`config.mk`:
```
export PLATFORM = sky130hd
export DESIGN_NAME = axi4_lite_mul_arbiter
export DESIGN_NICKNAME = d
export VERILOG_FILES = /design/src/rtl/axi4_lite_mul_arbiter.sv
export SDC_FILE = /design/constraint.sdc
export NUM_CORES = 1
export LEC_CHECK = 0
export BUFFER_PORTS_ARGS = -buffer_cell sky130_fd_sc_hd__buf_2
export CORE_AREA = 2 2 184 205
export CTS_CLUSTER_SIZE = 25
export DETAILED_ROUTE_END_ITERATION = 12
export DIE_AREA = 0 0 186 207
export PLACE_DENSITY_LB_ADDON = 0.3
export SYNTH_ARGS = -nofsm -noshare
export SYNTH_HDL_FRONTEND = slang
export SYNTH_SLANG_ARGS = --single-unit
```
`constraint.sdc`:
```
create_clock -name clk -period 7.6 [get_ports clk]
set_input_delay 0.38 -clock clk [delete_from_list [all_inputs] [get_ports clk]]
set_output_delay 0.38 -clock clk [all_outputs]
set_load 0.05 [all_outputs]
```
`src/rtl/axi4_lite_mul_arbiter.sv`:
```
`default_nettype none
// ============================================================================
// Module   : axi4_lite_mul_arbiter
// Purpose  : Round-robin arbiter sharing one AXI4-lite multiplier slave among
//            NREQ clients. It is the only AXI4-lite master toward the slave.
//            For each job it writes the operand bytes of a and b, reads the
//            product bytes back, and returns the product with a done pulse.
// Ports    : clk, rst          clock, synchronous active-high reset
//            i_req             level request per client, held until o_done
//            i_a, i_b          packed operands, client i at [i*SZ +: SZ]
//            o_done, o_err     one-cycle completion pulse / failure flag
//            o_res, o_busy     product (held between jobs) / job in flight
//            o_aw*, o_w*, i_b*, o_ar*, i_r*   AXI4-lite master (resp 1 = ok)
// Revision : 1.0  initial release
// ============================================================================
module axi4_lite_mul_arbiter #(
  parameter int NREQ = 2,
  parameter int SZ   = 32,
  parameter int DSZ  = 8,
  parameter int ASZ  = 4
) (
  input  logic                clk,
  input  logic                rst,
  input  logic [NREQ-1:0]     i_req,
  input  logic [NREQ*SZ-1:0]  i_a,
  input  logic [NREQ*SZ-1:0]  i_b,
  output logic [NREQ-1:0]     o_done,
  output logic                o_err,
  output logic [2*SZ-1:0]     o_res,
  output logic                o_busy,
  output logic [ASZ-1:0]      o_awaddr,
  output logic                o_awvalid,
  input  logic                i_awready,
  output logic [DSZ-1:0]      o_wdata,
  output logic                o_wvalid,
  input  logic                i_wready,
  input  logic                i_bresp,
  input  logic                i_bvalid,
  output logic                o_bready,
  output logic [ASZ-1:0]      o_araddr,
  output logic                o_arvalid,
  input  logic                i_arready,
  input  logic [DSZ-1:0]      i_rdata,
  input  logic                i_rvalid,
  output logic                o_rready,
  input  logic                i_rresp
);

  localparam int c_B     = SZ / DSZ;
  localparam int c_NBEAT = 2 * c_B;            // write beats == read beats
  localparam int c_BW    = $clog2(c_NBEAT);
  localparam int c_PW    = $clog2(NREQ);
  localparam logic [c_BW-1:0] c_LAST  = c_BW'(c_NBEAT - 1);
  localparam logic [ASZ-1:0]  c_RBASE = ASZ'(c_NBEAT);

  typedef enum logic [2:0] {
    S_IDLE  = 3'd0,
    S_WR    = 3'd1,
    S_WRESP = 3'd2,
    S_RD    = 3'd3,
    S_RRESP = 3'd4,
    S_DONE  = 3'd5
  } state_t;

  state_t            r_state;
  state_t            w_state_nxt;
  logic [c_PW-1:0]   r_ptr;
  logic [c_PW-1:0]   r_grant;
  logic [SZ-1:0]     r_a;
  logic [SZ-1:0]     r_b;
  logic [c_BW-1:0]   r_beat;
  logic              r_aw_done;
  logic              r_w_done;
  logic              r_fail;
  logic [2*SZ-1:0]   r_rbuf;
  logic [2*SZ-1:0]   r_res;

  logic              w_found;
  logic [c_PW-1:0]   w_win;
  logic [c_PW-1:0]   w_ptr_nxt;
  logic [2*SZ-1:0]   w_ops;
  logic [2*SZ-1:0]   w_rbuf_nxt;
  logic              w_aw_hs;
  logic              w_w_hs;
  logic              w_aw_fin;
  logic              w_w_fin;

  // First requester at or after the pointer, wrapping around.
  always_comb begin
    w_found = 1'b0;
    w_win   = '0;
    for (int k = 0; k < NREQ; k++) begin
      if (!w_found && i_req[(int'(r_ptr) + k) % NREQ]) begin
        w_found = 1'b1;
        w_win   = c_PW'((int'(r_ptr) + k) % NREQ);
      end
    end
  end

  assign w_ptr_nxt = (w_win == c_PW'(NREQ - 1)) ? '0 : w_win + 1'b1;

  // Operand bytes a then b form one contiguous little-endian byte stream.
  assign w_ops = {r_b, r_a};

  always_comb begin
    w_rbuf_nxt = r_rbuf;
    w_rbuf_nxt[int'(r_beat)*DSZ +: DSZ] = i_rdata;
  end

  assign w_aw_hs  = o_awvalid & i_awready;
  assign w_w_hs   = o_wvalid & i_wready;
  // A channel counts as finished if it handshook earlier or does so now.
  assign w_aw_fin = r_aw_done | w_aw_hs;
  assign w_w_fin  = r_w_done | w_w_hs;

  // State register
  always_ff @(posedge clk) begin
    if (rst) r_state <= S_IDLE;
    else     r_state <= w_state_nxt;
  end

  // Next state and outputs
  always_comb begin
    w_state_nxt = r_state;
    o_awvalid   = 1'b0;
    o_wvalid    = 1'b0;
    o_bready    = 1'b0;
    o_arvalid   = 1'b0;
    o_rready    = 1'b0;
    o_done      = '0;
    o_err       = 1'b0;
    o_busy      = (r_state != S_IDLE);
    o_awaddr    = ASZ'(r_beat);
    o_wdata     = w_ops[int'(r_beat)*DSZ +: DSZ];
    o_araddr    = c_RBASE + ASZ'(r_beat);
    o_res       = r_res;
    unique case (r_state)
      S_IDLE: begin
        if (w_found) w_state_nxt = S_WR;
      end
      S_WR: begin
        o_awvalid = !r_aw_done;
        o_wvalid  = !r_w_done;
        if (w_aw_fin && w_w_fin) w_state_nxt = S_WRESP;
      end
      S_WRESP: begin
        o_bready = 1'b1;
        if (i_bvalid) begin
          if (!i_bresp)              w_state_nxt = S_DONE;
          else if (r_beat != c_LAST) w_state_nxt = S_WR;
          else                       w_state_nxt = S_RD;
        end
      end
      S_RD: begin
        o_arvalid = 1'b1;
        if (i_arready) w_state_nxt = S_RRESP;
      end
      S_RRESP: begin
        o_rready = 1'b1;
        if (i_rvalid) begin
          if (!i_rresp || r_beat == c_LAST) w_state_nxt = S_DONE;
          else                              w_state_nxt = S_RD;
        end
      end
      S_DONE: begin
        o_done      = NREQ'(1) << r_grant;
        o_err       = r_fail;
        w_state_nxt = S_IDLE;
      end
      default: w_state_nxt = S_IDLE;
    endcase
  end

  // Datapath
  always_ff @(posedge clk) begin
    if (rst) begin
      r_ptr     <= '0;
      r_grant   <= '0;
      r_a       <= '0;
      r_b       <= '0;
      r_beat    <= '0;
      r_aw_done <= 1'b0;
      r_w_done  <= 1'b0;
      r_fail    <= 1'b0;
      r_rbuf    <= '0;
      r_res     <= '0;
    end else begin
      unique case (r_state)
        S_IDLE: begin
          if (w_found) begin
            r_grant   <= w_win;
            r_ptr     <= w_ptr_nxt;
            r_a       <= i_a[int'(w_win)*SZ +: SZ];
            r_b       <= i_b[int'(w_win)*SZ +: SZ];
            r_beat    <= '0;
            r_fail    <= 1'b0;
            r_aw_done <= 1'b0;
            r_w_done  <= 1'b0;
          end
        end
        S_WR: begin
          if (w_aw_fin && w_w_fin) begin
            r_aw_done <= 1'b0;
            r_w_done  <= 1'b0;
          end else begin
            if (w_aw_hs) r_aw_done <= 1'b1;
            if (w_w_hs)  r_w_done  <= 1'b1;
          end
        end
        S_WRESP: begin
          if (i_bvalid) begin
            if (!i_bresp)              r_fail <= 1'b1;
            else if (r_beat != c_LAST) r_beat <= r_beat + 1'b1;
            else                       r_beat <= '0;
          end
        end
        S_RRESP: begin
          if (i_rvalid) begin
            if (!i_rresp) begin
              r_fail <= 1'b1;
            end else begin
              r_rbuf <= w_rbuf_nxt;
              // Publish the product only once every byte arrived cleanly.
              if (r_beat == c_LAST) r_res  <= w_rbuf_nxt;
              else                  r_beat <= r_beat + 1'b1;
            end
          end
        end
        default: ;
      endcase
    end
  end

endmodule
`default_nettype wire
```
Word-level counts from Yosys, hierarchy flattened
Cells that the tools add are included.
Widths: inputs -> output; s select.
- logic and storage cells: 114
- bits of input ports: 147
- output and inout port bits: 89
- flip-flop bits (word level): 203
- bitwise gates (word level): 5
- add/subtract/negate cells: 5
- equal/unequal tests: 19
- $lt $le $gt $ge: 2
- reduce and logical (&&, ||, !) cells: 19
- shift operators: 6
- mux-type cells: 47
- operators by type and width (kind ; number):
    $shiftx 64x7->32 ; 2
    $bwmux 64 ; 1
    $shift 8x33->64 const A ; 1
    $shiftx 64x7->8 ; 1
    $shiftx 8x33->64 ; 1
    $mux 3 ; 14
    $neg 6->33 ; 1
    $mux 1 ; 25
    $ne 2x2->1 const B ; 10
    $pmux 3 s5 ; 1
    $eq 3x3->1 const B ; 3
    $ne 3x3->1 const B ; 3
    $pmux 3 s3 ; 1
    $reduce_and 3->1 ; 3
    $reduce_and 7->1 ; 1
    $eq 3x2->1 const B ; 2
    $reduce_and 6->1 ; 1
    $reduce_bool 3->1 ; 2
    $reduce_and 5->1 ; 1
    $add 4x3->4 const A ; 1
    $logic_not 1->1 ; 4
    $mux 2 ; 2
    $pmux 1 s2 ; 2
    $reduce_and 4->1 ; 1
    other kinds (15) ; 19

Longest topological paths before layout
Gate-level depths: netlist of run 1.
- depth after elaboration: 9
- mapped depth: 13
- depth with buffers taken out: 7

Least setup slack after synthesis of run 1
Ideal clock, no wire load.
- path kind: reg2reg
- start point: register r_beat[1]
- end point: register r_rbuf[7]
- setup slack: 3.886 ns
- arrival: 3.628 ns
- period minus slack after synthesis: 3.714 ns
- cell stages (with the launch flop): 13
- data required time: 7.514 ns
- path buffers: 5
- setup time: 0.086 ns
- path through: dfxtp_1 > clkbuf_1 > buf_2 > buf_1 > inv_1 > ha_1 > ha_1 > buf_2 > or4b_1 > or2_2 > buf_2 > mux2i_1 > a211oi_1
- word-level cells in the longest chain between the ends: 3
- elaborated cells between the ends (all ways): 4
- classes of those cells: add/sub: 1; shift: 2; mux: 1
- ends and longest elaborated chain (item ; line ; text):
    from (decl) ; 71 ; logic [c_BW-1:0] r_beat;
    from (signal assigned) ; 213 ; else if (r_beat != c_LAST) r_beat <= r_beat + 1'b1;
    from (signal assigned) ; 225 ; else r_beat <= r_beat + 1'b1;
    $neg 6->33 (*) ; 107 ; w_rbuf_nxt[int'(r_beat)*DSZ +: DSZ] = i_rdata;
    $shiftx 8x33->64 or $shift 8x33->64 (tied branches) ; 107 ;
    $bwmux 64 (*) ; 107 ;
    to (signal assigned) ; 222 ; r_rbuf <= w_rbuf_nxt;
    to (decl) ; 75 ; logic [2*SZ-1:0] r_rbuf;
Every way passes the cells marked *; elsewhere a longest branch is shown, timed or not.
A chain may end at the register's enable or synchronous reset.

Worst setup path after layout of run 1
- start point: register r_beat[0]
- end point: register r_rbuf[61]
Same word-level chain as after synthesis.

==> results.toml, run 1 <==
[finish]
multiInputGateArea_um2 = 4550
nets = 1287
regArea_um2 = 4070
finalCoreUtilization = 0.311
fillerInstances = 3865
syn_to_final_growth_pct = 26.4
postLayoutCellArea_um2 = 11400
drive_above_1_share = 0.273

[global_route]
grt_pass1_wl_um = 44900
grtUsageTotal = 0.148
use_met3 = 0.0399
grt_max_degree = 120
grt-busiest-layer = "met2"
met2_usage = 0.250
grt-ovfl-total = 0
antenna_found_initial = 4
grt_use_met1 = 0.184
first_global_vias = 7603

[drt]
viasPerCell = 4.81
first_pass_iters = 8
finalWirelength_um = 29000
drtIter0Drc = 520
vias = 7919
postRouteAntennaNets = 0
drc = 0
wl_per_cell_um = 17.6

[clocking]
cts_sinks = 203
cts_root_buf = "clkbuf_16"
cts_buffer_depth = 3
ctsResizeCount = 0
cts_tree = "done"
post-cts-setup-buffers = 0
path_clk_slew_ps = 60
clk_latency_ps = 540
cts_buffers = 25
htree_levels = 1
cts_hold_buf = 0

[power]
p_comb_frac = 0.254
swShare = 0.334
p_leak_nw = 4.53
power_density_nw_per_um2 = 301
finalPower_mw = 3.43
p_sw_mw = 1.15
max-vdd-ir-drop_mv = 0.162
clkPwrFrac = 0.372
internal-power_mw = 2.29
seqPwrFrac = 0.375

[critical_path]
worstPathRequired_ps = 7980
setup.worst_path.end_class = "register"
critPathMaxFanout = 34
cp.arrival_ps = 4120
cp-start-kind = "register"
path_class = "register to register"

[timing]
finalCriticalPeriod_ps = 3730
rsz0062_at_grt = "no"
fmax_mhz = 268
fin_crit_sh = 0.491
finalHoldViolations = 0
setup-tns-final_ps = 0
whs_ps = 81.4
tightestPinTransition_ps = 1180
drv_slew = 0
setup_viol = 0
skew_ps = 11.4
max_slew_margin = 0.212

[yosys]
synth_area_leader_cell = "dfxtp_1"
ys_warn_count = 0
yosys_register_bits = 203
syn_avg_cell_area_um2 = 9.42
ys_async_sr_fraction = 0
synth.top_cell.area_share = 0.451
ys.flop_type = "dfxtp_1"
synth.cell_area_um2 = 9000
syn-num-nets = 1109
syn_inst = 956
yosys-top-cells-area = "dfxtp_1, mux2i_1, nor2_1, a222oi_1, a211oi_1"
synth_edf_count = 0
yosysSeqAreaShare = 0.451
yosysUniqueCellTypes = 51

[place]
gp_congestion = 0.760
placed_area_um2 = 10500
place_hpwl_um = 20400
io_buffers = 233

[floorplanning]
die-height_um = 207
row_count = 74
dieWidth_um = 186
start_util = 0.246
core_um2 = 36600
io_pins = 236
die_area_um2 = 38500

[worst_hold_path]
hold_path.class = "input port to register"

[run_status]
status = "completed"

[flow_run]
maxCapViolations = 0
==> through the flow <==
stage                     std cells  setup slack, ps
after detailed placement       1601             3880
after floorplan                 956             3890
after CTS                      1646             3830
after global placement         1601             3960
final                          1648             3870
after global routing           1646             3520
==> power by group through the flow <==
stage | sequential (mW) | combinational (mW) | clock (mW)
after CTS | 1.29 | 0.879 | 1.32
after floorplan | 1.24 | 0.695 | 0
after global routing | 1.30 | 0.951 | 1.35
after detailed placement | 1.31 | 0.877 | 0
final | 1.29 | 0.870 | 1.28
after global placement | 1.31 | 0.875 | 0
==> worst paths after layout <==
check        startpoint    endpoint  slack, ps  depth (start not counted)
max           r_beat[0]  r_rbuf[61]       3870                          7
min reg2reg  r_rbuf[62]   o_res[62]        480                          2
max reg2reg   r_beat[0]  r_rbuf[61]       3870                          7
min             i_b[50]     r_b[18]         80                          3
==> cell usage after synthesis, drive strengths merged, types with 2 or more instances <==
cell,instances
and2,21
o311ai,3
nand2b,8
o21ai,8
nor4b,9
nor4,4
ha,6
a21o,2
nor2,202
mux4,16
inv,9
mux2i,96
nor3b,4
or4b,2
a311oi,19
nor3,12
nand3,4
a211oi,54
a21oi,14
clkbuf,50
dfxtp,203
or2,2
buf,40
and3,9
o22ai,2
o211ai,5
a222oi,64
nor2b,5
nand2,68
conb,2
==> state kept, by name (all words and copies together), names as in the netlist <==
signal     cells
o_res         64
r_a           32
r_aw_done      1
r_b           32
r_beat         3
r_fail         1
r_grant        1
r_ptr          1
r_rbuf        64
r_state        3
r_w_done       1
==> placed cells by master (no fill, tap or decap), types with 9 or more instances in the layout <==
| cell type | count |
|---|---|
| a222oi_1 | 64 |
| and2_1 | 21 |
| a211oi_1 | 54 |
| mux2i_1 | 96 |
| dfxtp_1 | 202 |
| nand2_1 | 68 |
| mux4_2 | 16 |
| nor2_1 | 202 |
| a311oi_1 | 19 |
| buf_2 | 232 |
| inv_1 | 9 |
| clkbuf_16 | 25 |
| a21oi_1 | 14 |
==> worst max-delay path, cell delays in order, from the launching register on <==
cell	delay, ps
dfxtp_2	970
inv_1	310
ha_1	300
ha_1	420
nor2b_1	250
nor4b_2	980
mux2i_1	290
nor2_1	50
==> metal layers <==
layer  vias up  part of all wire
met4         4             0.024
met2       288              0.49
li1       3895                 -
met1      3692              0.41
met5         -            0.0011
met3        40             0.078
==> cells by family after synthesis <==
logic type               share of synthesized area
AO/OA/AOI/OAI                                0.164
XOR/XNOR                                  0.000973
adder cells (fa/ha/maj)                    0.00834
buffers and inverters                       0.0477
flip-flops                                   0.451
multiplexers                                 0.148
other                                     0.000834
AND/OR/NAND/NOR                              0.179
==> final cells by class <==
class                           count  share of cell area
Antenna cell                        2            0.000440
Clock buffer                       35              0.0618
Clock inverter                     10              0.0153
Inverter                           10             0.00330
Multi-Input combinational cell    653               0.400
Sequential cell                   203               0.357
Tap cell                          494              0.0543
Timing Repair Buffer              241               0.108
Power figures use the tool's default switching activity.
==> run 2: changes to the inputs <==
clock period = 3.15 ns   (was 7.6 ns; I/O delays follow)
==> run 2 against run 1 <==
Net effect: final cell count increased by 9.0%; critical path type unchanged; sequential share of layout area decreased by 4.0 points; combinational power increased to 3.4 times the previous value; clock skew increased by 11 ps; global-route usage rose by 0.61 points; largest power group unchanged; sequential cell count stayed put; die area did not move; via count grew 8.2%; first-iteration DRC count increased by 0.77%; clock power is 130% higher; critical endpoint is now r_a[14].
==> results.toml, run 2 (synthesis gave the netlist of run 1 again) <==
[finish]
syn_to_final_growth_pct = 42.8
final_common_cell = "buf_2"
finalCoreUtilization = 0.352
fillerInstances = 3715
mostFrequentLayoutCells = "buf_2, nor2_1, dfxtp_1"
nets = 1436
postLayoutCellArea_um2 = 12900
drive_above_1_share = 0.253
final_cells = 1797

[power]
finalPower_mw = 8.86
p_leak_nw = 5.09
max-vdd-ir-drop_mv = 0.417
power_density_nw_per_um2 = 689

[clocking]
ctsResizeCount = 0
clk_latency_ps = 530
cts_buffers = 25
cts_tree = "done"
cts_root_buf = "clkbuf_16"
htree_levels = 1
path_clk_slew_ps = 60
cts_sinks = 203
cts_buffer_depth = 3

[timing]
drv_slew = 0
finalHoldViolations = 0
tightestPinTransition_ps = 1210
fmax_mhz = 365
setup_viol = 0
skew_ps = 22.2
max_slew_margin = 0.190
rsz0062_at_grt = "no"
timing.final.ws_setup_ps = 414
finalCriticalPeriod_ps = 2740
whs_ps = 38.2
setup-tns-final_ps = 0
fin_crit_sh = 0.869

[global_route]
met2_usage = 0.272
first_global_vias = 8503
grt_max_degree = 129
grtUsageTotal = 0.154
antenna_found_initial = 3
grt-ovfl-total = 0
grt-busiest-layer = "met2"
grt_use_met1 = 0.182
use_met3 = 0.0345
grt_pass1_wl_um = 46900

[floorplanning]
core_um2 = 36600
io_pins = 236
dieWidth_um = 186
row_count = 74
start_util = 0.246
die-height_um = 207
die_area_um2 = 38500

[drt]
vias = 8567
finalWirelength_um = 30700
wl_per_cell_um = 17.1
drtIter0Drc = 524
viasPerCell = 4.77
drc = 0
first_pass_iters = 8
postRouteAntennaNets = 0

[worst_hold_path]
hold_path.class = "input port to register"

[critical_path]
rrSetupSlack_ps = 410
cp-start-kind = "register"
path_class = "register to register"
cp.arrival_ps = 3120
critPathMaxFanout = 63
setup.worst_path.end_class = "register"
worstPathRequired_ps = 3530

[flow_run]
maxCapViolations = 0

[place]
place_hpwl_um = 20400
placed_area_um2 = 10700
io_buffers = 233
post-place-ws_ps = 474
gp_congestion = 0.789
post-place-cells = 1616

[run_status]
status = "completed"
-- run 2: changes by cell type in the layout (fill, tap and decap cells not counted), sizes merged --
cell / delta
clkinvlp: -2
dlygate4sd3: +134
buf: +15
diode: -1
clkbuf: +6
bufinv: -3
-- run 2: final timing paths --
check | start | end | cells past startpoint
hold / removal | i_req[1] | r_fail | 4
hold reg to reg | r_rbuf[38] | r_rbuf[38] | 2
setup reg to reg | r_state[1] | r_a[14] | 7
setup / recovery | r_state[1] | r_a[14] | 7
-- run 2: final cells by class --
type                       instances  area [µm²]  area share
timing repair buffer             390        2750       0.214
inverter                          10        37.5     0.00292
sequential                       203        4070       0.317
clock buffer                      41         777      0.0604
clock inverter                     5        53.8     0.00418
tap                              494         618      0.0481
multi-input combinational        653        4550       0.354
antenna                            1        2.50    0.000195
-- run 2: repair_timing --
item / in CTS / in global routing
hold buffers: 134 / 0
endpoints found under the hold margin: 69 / 0
buffers inserted: 0 / 0
-- run 2: worst max-delay path, stage by stage (launching register included) --
cell	delay, ps
dfxtp_1	310
buf_4	200
nor3_1	540
o21ai_4	210
buf_12	240
a222oi_1	400
dlygate4sd3_1	600
nor2_1	40
-- run 2: per-layer routing --
| layer | vias to the layer above | wire [µm] |
|---|---|---|
| met3 | 55 | 2060 |
| met1 | 4018 | 12600 |
| met4 | 6 | 922 |
| met5 | - | 46 |
| met2 | 302 | 15000 |
| li1 | 4186 | - |
-- run 2: report_power, final --
part / total [mW] / leakage (nW) / internal, mW / switching, mW
Combinational: 2.94 / 3.03 / 1.41 / 1.53
Sequential: 3.03 / 1.65 / 2.84 / 0.192
Clock: 2.88 / 0.411 / 1.76 / 1.12
